$ cat config.mk
export PLATFORM = sky130hd
export DESIGN_NAME = mdu_seq
export DESIGN_NICKNAME = d
export VERILOG_FILES = /design/src/rtl/mdu_pkg.sv /design/src/rtl/mdu_addsub.sv /design/src/rtl/mdu_seq.sv
export SDC_FILE = /design/constraint.sdc
export NUM_CORES = 1
export LEC_CHECK = 0
export ABC_AREA = 1
export CAP_MARGIN = 20
export CORE_ASPECT_RATIO = 0.5
export CORE_MARGIN = 5
export CORE_UTILIZATION = 36
export DETAILED_ROUTE_END_ITERATION = 12
export HOLD_SLACK_MARGIN = 0.05
export SKIP_LAST_GASP = 1
export SLEW_MARGIN = 20
export SYNTH_ARGS = -nofsm -noshare
export SYNTH_HDL_FRONTEND = slang
export SYNTH_SLANG_ARGS = --single-unit
export TNS_END_PERCENT = 50
$ cat constraint.sdc
create_clock -name clk -period 3.5 [get_ports clk]
set_input_delay 0.7 -clock clk [delete_from_list [all_inputs] [get_ports clk]]
set_output_delay 0.7 -clock clk [all_outputs]
set_load 0.05 [all_outputs]
$ cat src/rtl/mdu_pkg.sv
// Shared definitions for the sequential multiply/divide unit.
package mdu_pkg;

    typedef enum logic [1:0] {
        MDU_MULT  = 2'b00,
        MDU_MULTU = 2'b01,
        MDU_DIV   = 2'b10,
        MDU_DIVU  = 2'b11
    } mdu_op_e;

    typedef enum logic [1:0] {
        IDLE = 2'b00,
        RUN  = 2'b01,
        SIGN = 2'b10,
        DONE = 2'b11
    } mdu_state_e;

    localparam int MDU_ITER = 32;
    localparam int CNT_W    = $clog2(MDU_ITER);
    localparam logic [CNT_W-1:0] CNT_LAST = CNT_W'(MDU_ITER - 1);

    // Magnitude of a 32-bit operand; only negative signed values are negated.
    // 0x80000000 maps to itself, which is the correct unsigned magnitude.
    function automatic logic [31:0] mag32(input logic [31:0] v, input logic sgn);
        return (sgn && v[31]) ? (~v + 32'd1) : v;
    endfunction

endpackage

$ cat src/rtl/mdu_addsub.sv
// 33-bit adder/subtractor shared by the multiply and divide steps.
// cout is the true carry out; on subtract, cout=1 means no borrow (a >= b).
module mdu_addsub (
    input  logic [32:0] a,
    input  logic [32:0] b,
    input  logic        sub,
    output logic [32:0] y,
    output logic        cout
);

    logic [33:0] sum;

    // Subtract is a + ~b + 1.
    assign sum  = {1'b0, a} + {1'b0, (sub ? ~b : b)} + {33'd0, sub};
    assign y    = sum[32:0];
    assign cout = sum[33];

endmodule

$ cat src/rtl/mdu_seq.sv
// Sequential radix-2 multiply/divide unit with HI/LO result registers.
//
//   state | meaning
//   ------+---------------------------------------------------------------
//   IDLE  | waiting; start captures operands, mthi/mtlo write hi/lo
//   RUN   | 32 radix-2 steps (shift-add or restoring divide) on magnitudes
//   SIGN  | apply sign fixup / divide-by-zero result, write hi and lo
//   DONE  | one-cycle result-valid; start here chains the next operation
module mdu_seq
    import mdu_pkg::*;
(
    input  logic        clk,
    input  logic        reset,
    input  logic        start,
    input  logic [1:0]  op,
    input  logic [31:0] srca,
    input  logic [31:0] srcb,
    input  logic        mthi,
    input  logic        mtlo,
    output logic        busy,
    output logic        done,
    output logic [31:0] hi,
    output logic [31:0] lo
);

    mdu_state_e       state_q, state_d;
    logic [CNT_W-1:0] cnt_q, cnt_d;
    mdu_op_e          op_q, op_d;
    // acc: multiply = {partial product high, multiplier/product low};
    //      divide   = {remainder, dividend/quotient}
    logic [63:0]      acc_q, acc_d;
    logic [31:0]      bmag_q, bmag_d;
    logic [31:0]      araw_q, araw_d;
    logic             neg_q, neg_d;
    logic             neg_rem_q, neg_rem_d;
    logic             divz_q, divz_d;
    logic [31:0]      hi_q, hi_d;
    logic [31:0]      lo_q, lo_d;
    logic             busy_q, busy_d;
    logic             done_q, done_d;

    logic [32:0]      as_a;
    logic [32:0]      as_b;
    logic             as_sub;
    logic [32:0]      as_y;
    logic             as_cout;

    logic [63:0]      prod_neg;
    logic [31:0]      quo_neg;
    logic [31:0]      rem_neg;
    logic             cap_sgn;
    logic [32:0]      mul_sum;

    // Divide feeds the shifted remainder; multiply feeds the zero-extended high half.
    assign as_a   = op_q[1] ? {acc_q[63:32], acc_q[31]} : {1'b0, acc_q[63:32]};
    assign as_b   = {1'b0, bmag_q};
    assign as_sub = op_q[1];

    mdu_addsub u_addsub (
        .a    (as_a),
        .b    (as_b),
        .sub  (as_sub),
        .y    (as_y),
        .cout (as_cout)
    );

    assign prod_neg = ~acc_q + 64'd1;
    assign quo_neg  = ~acc_q[31:0] + 32'd1;
    assign rem_neg  = ~acc_q[63:32] + 32'd1;
    assign cap_sgn  = ~op[0];
    assign mul_sum  = acc_q[0] ? as_y : {1'b0, acc_q[63:32]};

    // Next-state, datapath step and registered output computation.
    always_comb begin
        state_d   = state_q;
        cnt_d     = cnt_q;
        op_d      = op_q;
        acc_d     = acc_q;
        bmag_d    = bmag_q;
        araw_d    = araw_q;
        neg_d     = neg_q;
        neg_rem_d = neg_rem_q;
        divz_d    = divz_q;
        hi_d      = hi_q;
        lo_d      = lo_q;

        case (state_q)
            IDLE, DONE: begin
                if (start) begin
                    op_d      = mdu_op_e'(op);
                    acc_d     = {32'd0, mag32(srca, cap_sgn)};
                    bmag_d    = mag32(srcb, cap_sgn);
                    araw_d    = srca;
                    neg_d     = cap_sgn & (srca[31] ^ srcb[31]);
                    neg_rem_d = cap_sgn & srca[31];
                    divz_d    = op[1] & (srcb == 32'd0);
                    cnt_d     = '0;
                    state_d   = RUN;
                end else begin
                    state_d = IDLE;
                    if (mthi) hi_d = srca;
                    if (mtlo) lo_d = srca;
                end
            end
            RUN: begin
                if (op_q[1]) begin
                    // Restoring step: keep the difference only when it did not borrow.
                    if (as_cout) acc_d = {as_y[31:0], acc_q[30:0], 1'b1};
                    else         acc_d = {acc_q[62:0], 1'b0};
                end else begin
                    acc_d = {mul_sum, acc_q[31:1]};
                end
                cnt_d = cnt_q + 1'b1;
                if (cnt_q == CNT_LAST) state_d = SIGN;
            end
            SIGN: begin
                if (op_q[1]) begin
                    if (divz_q) begin
                        lo_d = 32'hFFFF_FFFF;
                        hi_d = araw_q;
                    end else begin
                        lo_d = neg_q     ? quo_neg : acc_q[31:0];
                        hi_d = neg_rem_q ? rem_neg : acc_q[63:32];
                    end
                end else begin
                    lo_d = neg_q ? prod_neg[31:0]  : acc_q[31:0];
                    hi_d = neg_q ? prod_neg[63:32] : acc_q[63:32];
                end
                state_d = DONE;
            end
            default: state_d = IDLE;
        endcase

        busy_d = (state_d == RUN) || (state_d == SIGN);
        done_d = (state_d == DONE);
    end

    // All state, with synchronous reset taking priority over everything.
    always_ff @(posedge clk) begin
        if (reset) begin
            state_q   <= IDLE;
            cnt_q     <= '0;
            op_q      <= MDU_MULT;
            acc_q     <= '0;
            bmag_q    <= '0;
            araw_q    <= '0;
            neg_q     <= 1'b0;
            neg_rem_q <= 1'b0;
            divz_q    <= 1'b0;
            hi_q      <= '0;
            lo_q      <= '0;
            busy_q    <= 1'b0;
            done_q    <= 1'b0;
        end else begin
            state_q   <= state_d;
            cnt_q     <= cnt_d;
            op_q      <= op_d;
            acc_q     <= acc_d;
            bmag_q    <= bmag_d;
            araw_q    <= araw_d;
            neg_q     <= neg_d;
            neg_rem_q <= neg_rem_d;
            divz_q    <= divz_d;
            hi_q      <= hi_d;
            lo_q      <= lo_d;
            busy_q    <= busy_d;
            done_q    <= done_d;
        end
    end

    assign busy = busy_q;
    assign done = done_q;
    assign hi   = hi_q;
    assign lo   = lo_q;

endmodule

Yosys cells after proc, flatten, opt, wreduce, memory -nomap -nowiden
Index checks and enable logic that the tools add are counted.
- multiplexer cells: 28
- add/subtract/negate cells: 8
- bitwise operators: 11
- eq/ne operators: 11
- reductions and logical operators: 12
- operator list (cell ; count):
    $mux W32 ; 14
    $mux W64 ; 3
    $add A32 B1 Y32 const B ; 4
    $not A32 Y32 ; 4
    $pmux W32 S2 ; 2
    $pmux W64 S2 ; 1
    $mux W33 ; 3
    $add A64 B1 Y64 const B ; 1
    $not A64 Y64 ; 1
    $add A33 B33 Y34 ; 1
    $add A34 B1 Y34 ; 1
    $not A32 Y33 ; 1
    $logic_not A32 Y1 ; 1
    $pmux W5 S2 ; 1
    $eq A2 B2 Y1 const B ; 4
    $ne A2 B2 Y1 const B ; 4
    $pmux W2 S3 ; 1
    $reduce_and A3 Y1 ; 2
    $add A5 B1 Y5 const B ; 1
    $eq A5 B5 Y1 const B ; 1
    $mux W5 ; 1
    $eq A2 B1 Y1 const B ; 2
    $reduce_and A2 Y1 ; 2
    $reduce_bool A2 Y1 ; 2
    other kinds (9) ; 12
- register bits after elaboration: 206
- output and inout bits: 66
- logic and storage cells: 83
- bits of input ports: 71

Depth between registers and ports, before layout
Gate-level depths: netlist (run 1).
- depth after elaboration: 7
- gate-level depth with buffers: 22
- mapped depth without buffers: 21

Modules after synthesis
A second synthesis (run 1) with hierarchy kept.
- cells, all modules: 3000
- area, all modules: 17400.4 µm²
- by module, submodules not included (module ; seq. area each (µm²) ; area an instance (µm²) ; times used ; cells each):
    mdu_seq ; 4103.9 ; 14770.4 ; 1 ; 2502
    mdu_addsub ; 0.0 ; 2630.0 ; 1 ; 498

Worst setup path before layout (run 1)
OpenSTA, ideal clock, no wires.
- path type: register -> register
- from: reg op_q[1]
- to: reg acc_q[44]
- setup slack: 0.459 ns
- arrival: 2.909 ns
- required time: 3.368 ns
- cell stages (with the launch flop): 19
- cells stage by stage: dfxtp_1 -> clkbuf_1 -> clkbuf_1 -> buf_2 -> xor2_1 -> fa_1 -> nand2_1 -> nand2_1 -> o21ai_1 -> inv_1 -> nand2_1 -> nand2_1 -> nand2_1 -> nand2_1 -> or2_2 -> nand3_1 -> o21ai_1 -> nand2_1 -> a21oi_1
- longest elaborated chain between the ends: 6
- elaborated cells between the ends (all ways): 8
- those cells by class: 2 x add/sub; 6 x mux
- RTL lines (item ; line ; text):
    start: declaration ; mdu_seq.sv:28 ; mdu_op_e op_q, op_d;
    start signal: assignment ; mdu_seq.sv:157 ; op_q <= op_d;
    $mux W33, on equally long branches ; mdu_seq.sv:55, mdu_addsub.sv:14 ;
    $add A33 B33 Y34 ; mdu_addsub.sv:14 ; assign sum = {1'b0, a} + {1'b0, (sub ? ~b : b)} + {33'd0, sub};
    $add A34 B1 Y34 ; mdu_addsub.sv:14 ;
    $mux W33 or $mux W64 (tied branches) ; mdu_seq.sv:71, mdu_seq.sv:108 ;
    $mux W64 (*) ; mdu_seq.sv:106 ; if (op_q[1]) begin
    $pmux W64 S2 (*) ; mdu_seq.sv:87 ; case (state_q)
    end signal: assignment ; mdu_seq.sv:144 ; acc_q <= '0;
    end signal: assignment ; mdu_seq.sv:158 ; acc_q <= acc_d;
    end: declaration ; mdu_seq.sv:31 ; logic [63:0] acc_q, acc_d;
Mark *: on every way between the ends. The rest lies on a longest branch, timed or not.
A chain may end at the register's enable or synchronous reset.

Worst setup path in the final report (run 1)
- from: reg op_q[1]
- to: reg acc_q[60]
The elaborated chain is that of the path after synthesis.

==> summary.md, run 1 <==
| Metric | Value |
|---|---|
| Status | `completed` |
| Final layout net count | `2989` |
| Fin Setup TNS | `0 ps` |
| RSZ-0062 raised after global routing | `false` |
| Synthesized area | `16700 sq um` |
| Yosys top cell by area | `dfxtp_1` |
| DIE WIDTH | `315 microns` |
| Reg-to-Reg End | `acc_q[60]` |
| Lkg Pwr | `8.42 nW` |
| Cell breakdown of the critical path | `clkinv_2 -> buf_12 -> nor2_1 -> a21oi_1 -> ha_1 -> a21oi_1 -> o21ai_0 -> nand2_1 -> nand3_2 -> nand2_1 -> nand2_2 -> nand2_2 -> nand2_4 -> inv_2 -> o21ai_1 -> nand2_1 -> nand3_1 -> a21oi_1` |
| Slowest stage cell, crit path | `dfxtp_4` |
| CP Buf/Inv Count | `3` |
| Share of synthesized registers carrying an async set or reset | `0%` |
| Number of DRC markers in iteration 0 | `2118` |
| Initial core utilization | `36.7%` |
| # IOs | `137` |
| Syn Inst Count | `2836` |
| Hold_buf cts | `0` |
| Setup violators final | `0` |
| CTS tree | `done` |
| Post-DP HPWL | `52100 microns` |
| Worst Hold Class | `reg -> reg` |
| Hold Crit Start | `araw_q[31]` |
| CTS root buffer | `clkbuf_16` |
| Share of the synthesized area in the top cell type | `24.6%` |
| Mapped Nets | `2948` |
| Routability-driven placement congestion ratio | `0.959` |
| CTS Sinks | `205` |
| Wire per inst | `19.6 microns` |
| Worst setup SP type | `register` |
| Pre-CTS setup slack | `290 ps` |
| Setup clock skew after layout | `20.3 ps` |
| Max Cap Violations | `0` |
| Synth cell types | `44` |
| Mapped Avg Cell Area | `5.89 sq um` |
| Core Region | `45600 sq um` |
| Cell Rows | `55` |
| Max VDD drop | `314 uV` |
| Syn. warnings | `0` |
| Final-layout fill cell count | `4971` |
| Final worst setup slack | `375 ps` |
| GR Util All Layers | `26.0%` |
| Cells on Worst Hold Path | `2` |
| Setup repair bufs after CTS | `0` |
| R2R setup slack | `380 ps` |
| Cell area power density | `382 nW/um^2` |
| GR Overflow Total | `0` |
| FF-to-FF Start | `op_q[1]` |
| Num CTS Buffers | `23` |
| Commonest cells after routing, fill and taps aside | `nand2_1 (588), nor2_1 (361), a21oi_1 (333)` |
| Die ar. | `51100 sq um` |
| Critical path's top delay family | `simple AND/OR/NAND/NOR gates` |
| Final Util | `42.6%` |
| Initial antenna violation count | `0` |
| Worst-Margin Slew | `1020 ps` |
| Slowest stage delay, CP | `360 ps` |
| Hold path endpoint | `araw_q[31]` |
| Routed WL | `69100 microns` |
| Vias in the first global route | `17797` |
| Area grow syn2layout | `16.2%` |
| Htree depth | `1` |
| First-pass GRT wire length | `106000 microns` |
| Tmin final | `3120 ps` |
| Ys flop type | `dfxtp_1` |
| Worst path arrival time | `3590 ps` |
| WS Path Type | `reg -> reg` |
| Worst setup EP type | `register` |
| Register area share after synthesis | `24.6%` |
| Commonest non-fill, non-tap cell in the layout | `nand2_1` |
| Flops & latches, synth | `205` |
| Post-synth EDFFs | `0` |
| Die H | `162 microns` |
| DRC viols | `0` |
| Clk_lat worst skew | `550 ps` |
| Tcrit/Tclk final | `89.3%` |
| Antenna Nets Post-Route | `0` |
| Total number of vias | `19493` |
| Layout cells sized above 1 | `5.81%` |
| CP Depth | `18` |
| Fin. max-slew vios | `0` |
| Hold Vio Cnt, Final | `0` |
| R2R cell count | `18` |
| IO buf count | `136` |
| Max clock buf depth | `3` |
| Synth top area cells | `dfxtp_1 (25%), nand2_1 (13%), a21oi_1 (10%)` |
| CP Max Fanout | `52` |
| Vias per inst | `5.54` |
| Largest net degree at the start of global routing | `102` |
| FMAX | `320 MHz` |
| Worst slew margin | `31.7%` |
| Req. time, crit path | `3960 ps` |
| Drt first pass iters | `6` |
| Post-CTS sizing | `0` |
| Worst-path clk slew | `60 ps` |
| ANT cells | `0` |
synth_stat cells (8+ instances only):
cell,count
nand4_1,32
a31oi_1,38
inv_2,30
inv_1,212
ha_1,40
o21a_1,8
xor2_1,94
nor2_1,363
o31ai_1,12
clkbuf_1,130
o221ai_1,11
dfxtp_1,205
nor3_1,39
o21ai_0,286
buf_2,18
nand2_1,588
o21ai_1,81
buf_1,22
a21oi_1,333
o211ai_1,31
nor2_2,11
nand3_1,190
routing by layer:
layer | vias up | GRT usage, % | share of wire [%]
met4 | 0 | 6.43 | 2.8
met5 | - | 0 | 0
li1 | 9572 | - | -
met3 | 90 | 3.44 | 8.6
met1 | 9027 | 38.6 | 47
met2 | 804 | 39.9 | 42
stage by stage:
stage | hold slack, ps | std cells | total power [mW] | area [sq um]
after global routing | 474 | 3518 | 7.76 | 19400
after global placement | 439 | 3479 | 4.83 | 18600
after CTS | 458 | 3518 | 7.41 | 19400
after detailed placement | 440 | 3479 | 4.84 | 18600
after floorplan | 423 | 2836 | 4.08 | 16700
final | 455 | 3518 | 7.41 | 19400
state kept, by name (all words and copies together) (netlist names):
name       count
cnt_q          5
state_q        2
lo            32
neg_rem_q      1
bmag_q        32
done           1
neg_q          1
araw_q        32
acc_q         64
hi            32
op_q           1
busy           1
divz_q         1
worst max-delay path by stage:
stage                       start          to  slack, ps
final                     op_q[1]   acc_q[60]        380
after global routing      op_q[1]   acc_q[59]         70
after CTS                 op_q[1]   acc_q[61]        420
after detailed placement  srcb[0]  bmag_q[28]        290
after global placement    srca[6]   acc_q[31]        270
after floorplan           op_q[1]   acc_q[44]        460
final cells by class:
type	count	area, sq um	share of cell area (%)
well taps	627	785	4.04
clock buffers	28	624	3.22
clock inverters	11	140	0.722
flip-flops and latches	205	4110	21.2
repair buffers	191	1830	9.44
multi-input cells	2212	11000	56.7
inverters	244	920	4.74
worst register-to-register path, cell delays in order, from the launching register on:
cell and delay [ps]:
dfxtp_4 360, clkinv_2 190, buf_12 260, nor2_1 180, a21oi_1 60, ha_1 350, a21oi_1 290, o21ai_0 180
nand2_1 120, nand3_2 120, nand2_1 90, nand2_2 70, nand2_2 80, nand2_4 80, inv_2 190, o21ai_1 100
nand2_1 70, nand3_1 90, a21oi_1 140
power by group:
part	total (mW)	internal (mW)	switching (mW)
Sequential	2.64	2.49	0.146
Clock	2.58	1.49	1.09
Combinational	2.19	0.681	1.51
Total	7.41	4.66	2.75
kinds of logic after synthesis:
kind of cell | synth area share [%]
adder cells (fa/ha/maj) | 3.12
AND/OR/NAND/NOR | 31.5
XOR/XNOR | 5.30
buffers and inverters | 9.73
flip-flops | 24.6
AO/OA/AOI/OAI | 25.8
Power figures use the tool's default switching activity.
==> run 2, diff against run 1 <==
Settings changed: CORE_MARGIN 5 to 10.
==> summary.md, run 2 (synthesis results as in run 1) <==
| Metric | Value |
|---|---|
| Status | `completed` |
| DIE WIDTH | `325 microns (+3.2%)` |
| Tmin final | `3190 ps (+69.0 ps)` |
| Num CTS Buffers | `24 (+4.3%)` |
| RSZ-0062 raised after global routing | `true` |
| Setup clock skew after layout | `35.0 ps (+14.7 ps)` |
| Final Instance Area | `19600 sq um (+1.1%)` |
| IO buf count | `136 (unchanged)` |
| Largest Register | `acc_q` |
| Slowest stage delay, CP | `440 ps (+80 ps)` |
| Slowest stage cell, crit path | `ha_1` |
| Reg-to-Reg End | `acc_q[61]` |
| Vias in the first global route | `17601 (-1.1%)` |
| Max clock buf depth | `3 (unchanged)` |
| R2R cell count | `14 (-4)` |
| Commonest cells after routing, fill and taps aside | `nand2_1 (588), nor2_1 (360), a21oi_1 (333)` |
| GR Overflow Total | `0 (unchanged)` |
| R2R setup slack | `310 ps (-70 ps)` |
| Worst slew margin | `36.4% (+4.7 points)` |
| Tcrit/Tclk final | `91.2% (+2.0 points)` |
| Pre-CTS setup slack | `311 ps (+20.7 ps)` |
| Antenna Nets Post-Route | `0 (unchanged)` |
| Hold path endpoint | `araw_q[28]` |
| # IOs | `137 (unchanged)` |
| CP Max Fanout | `71 (+37%)` |
| Vias per inst | `5.55 (+0.14%)` |
| Setup repair bufs after CTS | `0 (unchanged)` |
| Post-DP HPWL | `53300 microns (+2.4%)` |
| Worst setup EP type | `register` |
| Critical path's top delay family | `compound AO/OA/AOI/OAI gates` |
| Routability-driven placement congestion ratio | `1.01 (+4.9%)` |
| Die H | `172 microns (+6.2%)` |
| Setup violators final | `0 (unchanged)` |
| Worst setup SP type | `register` |
| First-pass GRT wire length | `107000 microns (+1.2%)` |
| FMAX | `313 MHz (-2.2%)` |
| Cells on Worst Hold Path | `2 (unchanged)` |
| Max Cap Violations | `0 (unchanged)` |
| GR Util All Layers | `24.0% (-2.1 points)` |
| Initial core utilization | `36.7% (unchanged)` |
| Cell area power density | `398 nW/um^2 (+4.1%)` |
| Post-CTS sizing | `0 (unchanged)` |
| Hold_buf cts | `0 (unchanged)` |
| CTS tree | `done` |
| Worst-Margin Slew | `954 ps (-70.7 ps)` |
| Worst-path clk slew | `70 ps (about the same)` |
| Max VDD drop | `304 uV (-3.1%)` |
| Req. time, crit path | `3980 ps (+20 ps)` |
| Total number of vias | `19582 (+0.46%)` |
| Core Region | `45600 sq um (unchanged)` |
| Lkg Pwr | `8.51 nW (+1.1%)` |
| Final layout net count | `2996 (+0.23%)` |
| Wire per inst | `20.0 microns (+1.7%)` |
| Worst Hold Class | `reg -> reg` |
| CP dominant cell by count | `a21oi_1` |
| Largest net degree at the start of global routing | `102 (unchanged)` |
| CTS Sinks | `205 (unchanged)` |
| Drt first pass iters | `6 (unchanged)` |
| Area grow syn2layout | `17.4%` |
| Hold Vio Cnt, Final | `0 (unchanged)` |
| Htree depth | `1 (unchanged)` |
| CTS root buffer | `clkbuf_16` |
| Worst path arrival time | `3670 ps (+80 ps)` |
| WS Path Type | `reg -> reg` |
| Cell Rows | `55 (unchanged)` |
| FF-to-FF Start | `op_q[1]` |
| Post-DP Area | `18700 sq um (+0.30%)` |
| Layout cells sized above 1 | `6.17% (+0.36 points)` |
| Fin. max-slew vios | `0 (unchanged)` |
| Die ar. | `55900 sq um (+9.5%)` |
| Initial antenna violation count | `1 (+1)` |
| Final worst setup slack | `306 ps (-69.0 ps)` |
| Max FFs per register | `64 (unchanged)` |
| Commonest non-fill, non-tap cell in the layout | `nand2_1` |
| Routed WL | `70500 microns (+2.0%)` |
| DRC viols | `0 (unchanged)` |
| Clk_lat worst skew | `570 ps (+20 ps)` |
| Hold Crit Start | `araw_q[28]` |
| CP Buf/Inv Count | `1 (-2)` |
| Cell breakdown of the critical path | `buf_12 -> o21ai_0 -> ha_1 -> a21oi_1 -> o21ai_0 -> a21oi_1 -> nor2_1 -> nor2_1 -> nand2_1 -> nand2_1 -> nand3_1 -> a21oi_1 -> nand2_1 -> a21oi_1` |
| Number of DRC markers in iteration 0 | `2297 (+8.5%)` |
| Worst hold slack | `458 ps (+2.90 ps)` |
==> run 2: cell count changes in the layout (fill, tap and decap cells not counted), moves of 2 or more <==
cell       change
buf_4          +5
bufinv_16      +3
clkbuf_8       +2
clkinv_2       -3
==> run 2: layout make-up <==
class	instances	area, sq um
Antenna cell	1	2.50
Clock buffer	32	681
Clock inverter	11	225
Fill cell	4966	25900
Inverter	244	918
Multi-Input combinational cell	2212	11000
Sequential cell	205	4110
Tap cell	627	785
Timing Repair Buffer	197	1890
==> run 2: metal layers <==
| layer | wire length, microns | global-route usage (%) | vias to the layer above |
|---|---|---|---|
| li1 | - | - | 9592 |
| met1 | 32600 | 34.3 | 9073 |
| met4 | 1890 | 6.36 | 0 |
| met3 | 5570 | 3.47 | 96 |
| met5 | 0 | 0 | - |
| met2 | 30500 | 37.1 | 821 |
==> run 2: where the power goes <==
group	internal, mW	switching, mW	leakage (nW)
logic	0.688	1.51	6.39
clock network	1.81	1.15	0.435
registers	2.49	0.146	1.69
total	4.99	2.81	8.51
==> run 2: worst register-to-register path, cell delays in order (launching register included) <==
cell     delay (ps)
dfxtp_4         370
buf_12          330
o21ai_0         340
ha_1            440
a21oi_1         190
o21ai_0         140
a21oi_1         390
nor2_1          100
nor2_1          230
nand2_1          80
nand2_1          90
nand3_1          80
a21oi_1         150
nand2_1          80
a21oi_1         120
==> run 2: worst max-delay path by stage <==
| stage | start | to | slack (ps) | depth (start not counted) |
|---|---|---|---|---|
| detailed placement | srca[6] | acc_q[31] | 310 | 12 |
| finish | op_q[1] | acc_q[61] | 310 | 14 |
| CTS | op_q[1] | acc_q[63] | 310 | 13 |
| global route | op_q[1] | acc_q[63] | -20 | 21 |
| global placement | op_q[1] | acc_q[63] | 290 | 13 |
| floorplan | op_q[1] | acc_q[44] | 460 | 18 |
==> run 2: stage by stage <==
step	utilization (%)	setup TNS, ps	power (mW)	std cells
floorplan	-	0	4.08	2836
global placement	41.0	0	4.85	3485
detailed placement	41.0	0	4.84	3485
CTS	43.0	0	7.79	3528
global route	43.1	-34.2	8.14	3529
finish	43.1	0	7.80	3529
